<file path="src/rtl/led_pwm_driver.sv">
// -----------------------------------------------------------------------------
// led_pwm_driver
//
// Brightness-to-pulse stage of the LED dimming path. Duty requests arrive on a
// valid/ready handshake, wait in a one-deep shadow register, and are applied
// only when the PWM period wraps, so an output period is never cut short.
//
// Parameters
//   WIDTH     duty and period-counter width in bits
//   PRESCALE  sys_clk cycles per PWM tick (legal range >= 1)
//
// Ports
//   sys_clk       system clock, everything on the rising edge
//   rst           synchronous, active-high reset
//   din           requested duty level
//   din_valid     din is valid this cycle
//   din_ready     block can accept din this cycle (~pending & ~rst)
//   sout          registered PWM output, always equal to (cnt < duty_active)
//   period_start  one-cycle pulse in the first cycle of every new period
//                 (no pulse for the first period after reset)
//   duty_active   duty level currently being applied
// -----------------------------------------------------------------------------
module led_pwm_driver #(
    parameter int WIDTH    = 8,
    parameter int PRESCALE = 4
) (
    input  logic             sys_clk,
    input  logic             rst,
    input  logic [WIDTH-1:0] din,
    input  logic             din_valid,
    output logic             din_ready,
    output logic             sout,
    output logic             period_start,
    output logic [WIDTH-1:0] duty_active
);

    // A one-state prescaler still needs a 1-bit register to keep widths legal;
    // it simply never leaves 0 and tick is then high every cycle.
    localparam int               PRE_W    = (PRESCALE > 1) ? $clog2(PRESCALE) : 1;
    localparam logic [PRE_W-1:0] PRE_LAST = PRE_W'(PRESCALE - 1);

    // The period counter stops one short of all-ones (MAX = 2^WIDTH - 1 ticks),
    // which is what lets an all-ones duty hold sout high for the whole period.
    localparam logic [WIDTH-1:0] CNT_LAST = {{(WIDTH-1){1'b1}}, 1'b0};

    logic [PRE_W-1:0] pre_cnt;
    logic [PRE_W-1:0] pre_cnt_next;
    logic [WIDTH-1:0] cnt;
    logic [WIDTH-1:0] cnt_next;
    logic [WIDTH-1:0] shadow;
    logic             pending;
    logic [WIDTH-1:0] duty_next;
    logic             sout_next;
    logic             tick;
    logic             boundary;
    logic             accept;

    assign din_ready = ~pending & ~rst;
    assign accept    = din_valid & din_ready;

    // NOTE: every signal driven here gets a value before any condition is
    // evaluated, so no path leaves one unassigned and no latch is inferred.
    always_comb begin
        tick         = 1'b0;
        boundary     = 1'b0;
        pre_cnt_next = pre_cnt;
        cnt_next     = cnt;
        duty_next    = duty_active;
        sout_next    = 1'b0;

        tick     = (pre_cnt == PRE_LAST);
        boundary = tick && (cnt == CNT_LAST);

        if (tick) begin
            pre_cnt_next = '0;
        end else begin
            pre_cnt_next = pre_cnt + PRE_W'(1);
        end

        if (boundary) begin
            cnt_next = '0;
        end else if (tick) begin
            cnt_next = cnt + WIDTH'(1);
        end

        if (boundary && pending) begin
            duty_next = shadow;
        end

        // sout is registered from the next-state values so the flop always
        // agrees with the counter and duty that are live in the same cycle.
        sout_next = (cnt_next < duty_next);
    end

    // NOTE: state registers use non-blocking assignments so every flop samples
    // the pre-edge values, independent of statement order in this block.
    // All registers here are plain flops (no memory arrays), so every one of
    // them is cleared by reset, including the shadow data.
    always_ff @(posedge sys_clk) begin
        if (rst) begin
            pre_cnt      <= '0;
            cnt          <= '0;
            shadow       <= '0;
            pending      <= 1'b0;
            duty_active  <= '0;
            sout         <= 1'b0;
            period_start <= 1'b0;
        end else begin
            pre_cnt      <= pre_cnt_next;
            cnt          <= cnt_next;
            duty_active  <= duty_next;
            sout         <= sout_next;
            period_start <= boundary;

            // accept needs ~pending, so it can never collide with the transfer
            // below; an accept on a boundary with pending clear only fills the
            // shadow and waits for the following boundary.
            if (boundary && pending) begin
                pending <= 1'b0;
            end else if (accept) begin
                shadow  <= din;
                pending <= 1'b1;
            end
        end
    end

endmodule
</file>
<file path="config.mk">
export PLATFORM = sky130hd
export DESIGN_NAME = led_pwm_driver
export DESIGN_NICKNAME = d
export VERILOG_FILES = /design/src/rtl/led_pwm_driver.sv
export SDC_FILE = /design/constraint.sdc
export NUM_CORES = 1
export LEC_CHECK = 0
export ABC_AREA = 1
export CORE_ASPECT_RATIO = 0.7
export CORE_MARGIN = 10
export CORE_UTILIZATION = 45
export CTS_BUF_LIST = sky130_fd_sc_hd__clkbuf_4
export DETAILED_ROUTE_END_ITERATION = 8
export PLACE_DENSITY = 0.72
export SETUP_SLACK_MARGIN = 0.5
export SYNTH_ARGS = -nofsm -noshare
export SYNTH_HDL_FRONTEND = slang
export SYNTH_SLANG_ARGS = --single-unit
</file>
<file path="constraint.sdc">
create_clock -name sys_clk -period 2.64 [get_ports sys_clk]
set_input_delay 0.528 -clock sys_clk [delete_from_list [all_inputs] [get_ports sys_clk]]
set_output_delay 0.528 -clock sys_clk [all_outputs]
set_load 0.005 [all_outputs]
</file>
# After elaboration in Yosys (flattened, before gate mapping)

Cells that the tools add are included.

Eq/ne operators: 2
Mux-type cells: 3
Bitwise gates (word level): 5
$lt $le $gt $ge: 1
Add/sub/neg operators: 2
Reduce and logical (&&, ||, !) cells: 5

Operators by type and width:

| kind                | count |
|---|---|
| $mux 8              | 3 |
| $add 8x1->8 const B | 1 |
| $eq 8x8->1 const B  | 1 |
| $lt 8x8->1          | 1 |
| $reduce_or 2->1     | 2 |
| $not 1->1           | 3 |
| $add 2x1->2 const B | 1 |
| $and 1x1->1         | 2 |
| $eq 2x2->1 const B  | 1 |
| $logic_and 1x1->1   | 2 |
| $reduce_and 2->1    | 1 |

Word-level logic and storage cells: 25
Register bits after elaboration: 29
Input bits: 11

# Longest topological paths before layout

Depth after elaboration: 5
Mapped depth: 16
Mapped depth without buffers: 15

# Least setup slack after synthesis

No wires, ideal clock.

Path type: register -> register
Start: register pre_cnt[0]
End: register sout
Period minus slack after synthesis: 1933 ps
Stages on the path, launching flop included: 13
Path slack: 707 ps
Required time: 2520 ps
Arrival time: 1813 ps
Path through: dfxtp_1 ha_1 nand2_1 nor2_2 nand2_1 nor2_2 nand3_1 o21ai_0 nor2_1 ha_1 nand2_1 o211ai_1 a21oi_1

RTL lines:

| what                                               | line   | source |
|---|---|---|
| from (decl)                                        | 46     | `logic [PRE_W-1:0] pre_cnt;` |
| from (signal assigned)                             | 109    | `pre_cnt <= pre_cnt_next;` |
| $eq 2x2->1 (*)                                     | 71     | `tick = (pre_cnt == PRE_LAST);` |
| $mux 8 / $logic_and 1x1->1 (equally long branches) | 82, 72 |  |
| $mux 8 (*)                                         | 80     | `if (boundary) begin` |
| via cnt_next[7]                                    | 49     | `logic [WIDTH-1:0] cnt_next;` |
| $lt 8x8->1 (*)                                     | 92     | `sout_next = (cnt_next < duty_next);` |
| to (signal assigned)                               | 112    | `sout <= sout_next;` |
| to (decl)                                          | 32     | `output logic sout,` |

Mark *: on every way through the listed nets, which the timed path passes. The rest lies on a longest branch.
A chain may end at the register's enable or synchronous reset.

# Final worst setup path

Start: register cnt[0]
End: register sout

Cells in the longest elaborated chain, start to end: 5

Ends and longest elaborated chain:

| what                                                                | line | source |
|---|---|---|
| from (decl)                                                         | 48   | `logic [WIDTH-1:0] cnt;` |
| from (signal assigned)                                              | 110  | `cnt <= cnt_next;` |
| parallel branches: the longest is 4 deep, another holds $add 8x1->8 | n/a  |  |
| $lt 8x8->1 (*)                                                      | 92   |  |

Every way passes the cells marked *.

==> out/qor.yml <==
worst_hold_path:
  holdPathEnd: "pre_cnt[0]$_SDFF_PP0_"
  whs_path_depth: 1
  hp-class: "flop to flop"
  worstHoldStart: "pre_cnt[0]$_SDFF_PP0_"
placed_design:
  io_buffers: 21
  place.gp.congestion: 0.809
  preCtsSetupSlack_ps: 487
  place_area_sq_um: 1630
  dp_hpwl_mm: 2.19
detailed_routing:
  vias_per_cell: 5.13
  num_vias: 1231
  dr.first_iter.drc_count: 68
  wl_per_cell_um: 13.3
  route.detailed.drc: 0
  wl_mm: 3.20
  first_pass_iters: 4
  ant_nets: 0
timing:
  worst_pin_slew_ps: 507
  finalHoldViolCount: 0
  setup_viol: 0
  fin_skew_ps: 13.5
  slew_headroom_pct: 66.1
  whs_ps: 437
  fmax_ghz: 0.480
  fin_setup_tns_ps: 0
  finalCritPeriodShare_pct: 79.0
  setup_ws_ps: 555
  rsz0062_at_grt: "false"
  drv_slew: 0
  fin_crit_ps: 2090
final_layout:
  diodes: 0
  final_cell_mix: "28 x nor2_1, 25 x dfxtp_1, 22 x nand2_1, 20 x clkdlybuf4s50_1, 19 x inv_1"
  final_common_cell: "nor2_1"
  design_area_sq_um: 1840
  fin_util_pct: 64.0
  drive_gt1_share_pct: 24.5
  nNetsFinal: 225
  syn_to_final_growth_pct: 32.3
clock_network:
  clock_path_buffers: 2
  clk_latency_ps: 320
  tritoncts: "done"
  holdBufCountCts: 0
  cts_made_buffers: 5
  htreeDepth: 2
  cts.sinks: 29
  ctsRootBufferMaster: "clkbuf_4"
  clkTransAtPathRegs_ps: 100
setup_path:
  r2r_end: "sout$_SDFF_PP0_"
  reg2reg_depth: 14
  rr_startpoint: "cnt[0]$_SDFF_PP0_"
  end_kind: "flop"
  cp.required_ps: 2890
  arrival_ps: 2340
  worst-setup-path-type: "flop to flop"
  rrSetupSlack_ps: 550
  crit_fanout: 6
  critPathLaunchType: "flop"
global_routing:
  grt_pass1_vias: 1138
  antenna_found_initial: 0
  grt_overflow: 0
  grt_max_degree: 30
  grt_util_all_layers_pct: 10.4
  grt_pass1_wl_mm: 4.82
yosys:
  synth_seq_cells: 29
  syn-cell-area_sq_um: 1390
  synth_cell_types: 26
  synth-seq-area-share_pct: 41.7
  synth_area_per_cell_sq_um: 7.87
  ys_warn_count: 0
  syn_inst: 177
  syn_nets: 198
floorplanning:
  dieArea_sq_um: 5760
  core_sq_um: 2880
  ios: 22
  die_x_um: 86.5
  chipHeight_um: 66.6
  rows: 16
  start_util_pct: 48.4
job:
  drv_cap: 0
power_and_ir_drop:
  irDropWorstVdd_uv: 278
  cellLeakagePower_nw: 0.716
  power.density_nw_per_um2: 426
status:
  outcome: "completed"
## worst max-delay path by stage
stage / endpoint / startpoint
after CTS: sout$_SDFF_PP0_ / pre_cnt[0]$_SDFF_PP0_
after detailed placement: din_ready / rst
after global placement: din_ready / rst
after global routing: sout$_SDFF_PP0_ / pre_cnt[1]$_SDFF_PP0_
final: sout$_SDFF_PP0_ / cnt[0]$_SDFF_PP0_
after floorplan: sout$_SDFF_PP0_ / pre_cnt[0]$_SDFF_PP0_
## flip-flops by register name (all words and copies together) (netlist names)
signal and count:
duty_active 8, period_start 1, cnt 8, shadow 8
pending 1, pre_cnt 2, sout 1
## cells by family after synthesis
| group | Yosys count | synth area share (%) |
|---|---|---|
| simple gates | 85 | 27.6 |
| xor+xnor | 4 | 2.51 |
| fa+ha+maj | 10 | 8.98 |
| compound gates | 22 | 11.3 |
| flops | 29 | 41.7 |
| buf+inv | 27 | 7.90 |
## worst max-delay path, cell delays in order (launching register included)
cell and delay, ps:
dfxtp_2 350, inv_2 70, ha_4 140, nand2_2 70
nor2_4 120, nand2_4 60, nor2_4 180, clkinv_4 150
a21oi_4 220, ha_4 220, nand2_1 70, nand2_1 60
nand2_1 80, nand2_2 80, a21oi_2 140
## layer usage
metal | vias to the layer above | global-route usage, % | part of all wire (%)
li1 | 626 | - | -
met1 | 576 | 12.3 | 47
met2 | 24 | 16.0 | 45
met3 | 5 | 3.89 | 6.0
met4 | 0 | 5.44 | 1.5
met5 | - | 0 | 0
## final cells by class
cell class,count,area (sq um)
timing repair buffer,24,235
sequential,29,586
timing repair inverter,1,6.26
clock buffer,6,45.0
multi-input combinational,121,836
inverter,22,87.6
fill,255,1040
clock inverter,1,3.75
tap,36,45.0
## what timing repair did
action                     4_1_cts  5_1_grt
buffers inserted                 0        2
resized for setup                3       36
pin swaps                        0       18
setup endpoints to repair        2        1
gates cloned                     0        1
## synth_stat cells
cell type / instances / share of area (%)
nor4_1: 1 / 0.45
dfxtp_1: 29 / 42
nand4_1: 1 / 0.45
buf_6: 1 / 0.81
inv_2: 1 / 0.27
nor3_1: 7 / 2.5
nand2_2: 1 / 0.45
o31ai_1: 1 / 0.54
o211ai_1: 1 / 0.54
buf_2: 1 / 0.36
ha_1: 10 / 9.0
nor2_4: 2 / 1.6
inv_1: 21 / 5.7
nor2_1: 30 / 8.1
nor3b_1: 1 / 0.54
nand3_1: 5 / 1.8
buf_1: 1 / 0.27
o21ai_0: 3 / 1.1
a21oi_2: 6 / 3.8
clkbuf_1: 2 / 0.54
xnor2_1: 1 / 0.63
a21oi_1: 3 / 1.1
nand2_1: 27 / 7.3
xor2_1: 3 / 1.9
a211oi_1: 8 / 4.3
nor2_2: 10 / 4.5
## metrics by stage
stage	power, mW	instances
after global placement	0.533	230
after global routing	0.819	240
final	0.786	240
after floorplan	0.507	177
after detailed placement	0.535	230
after CTS	0.783	237
## where the power goes
group | internal (mW) | switching (mW)
combinational | 0.0328 | 0.0372
clock | 0.107 | 0.146
sequential | 0.454 | 0.00918
total | 0.594 | 0.192
Power figures use the tool's default switching activity.
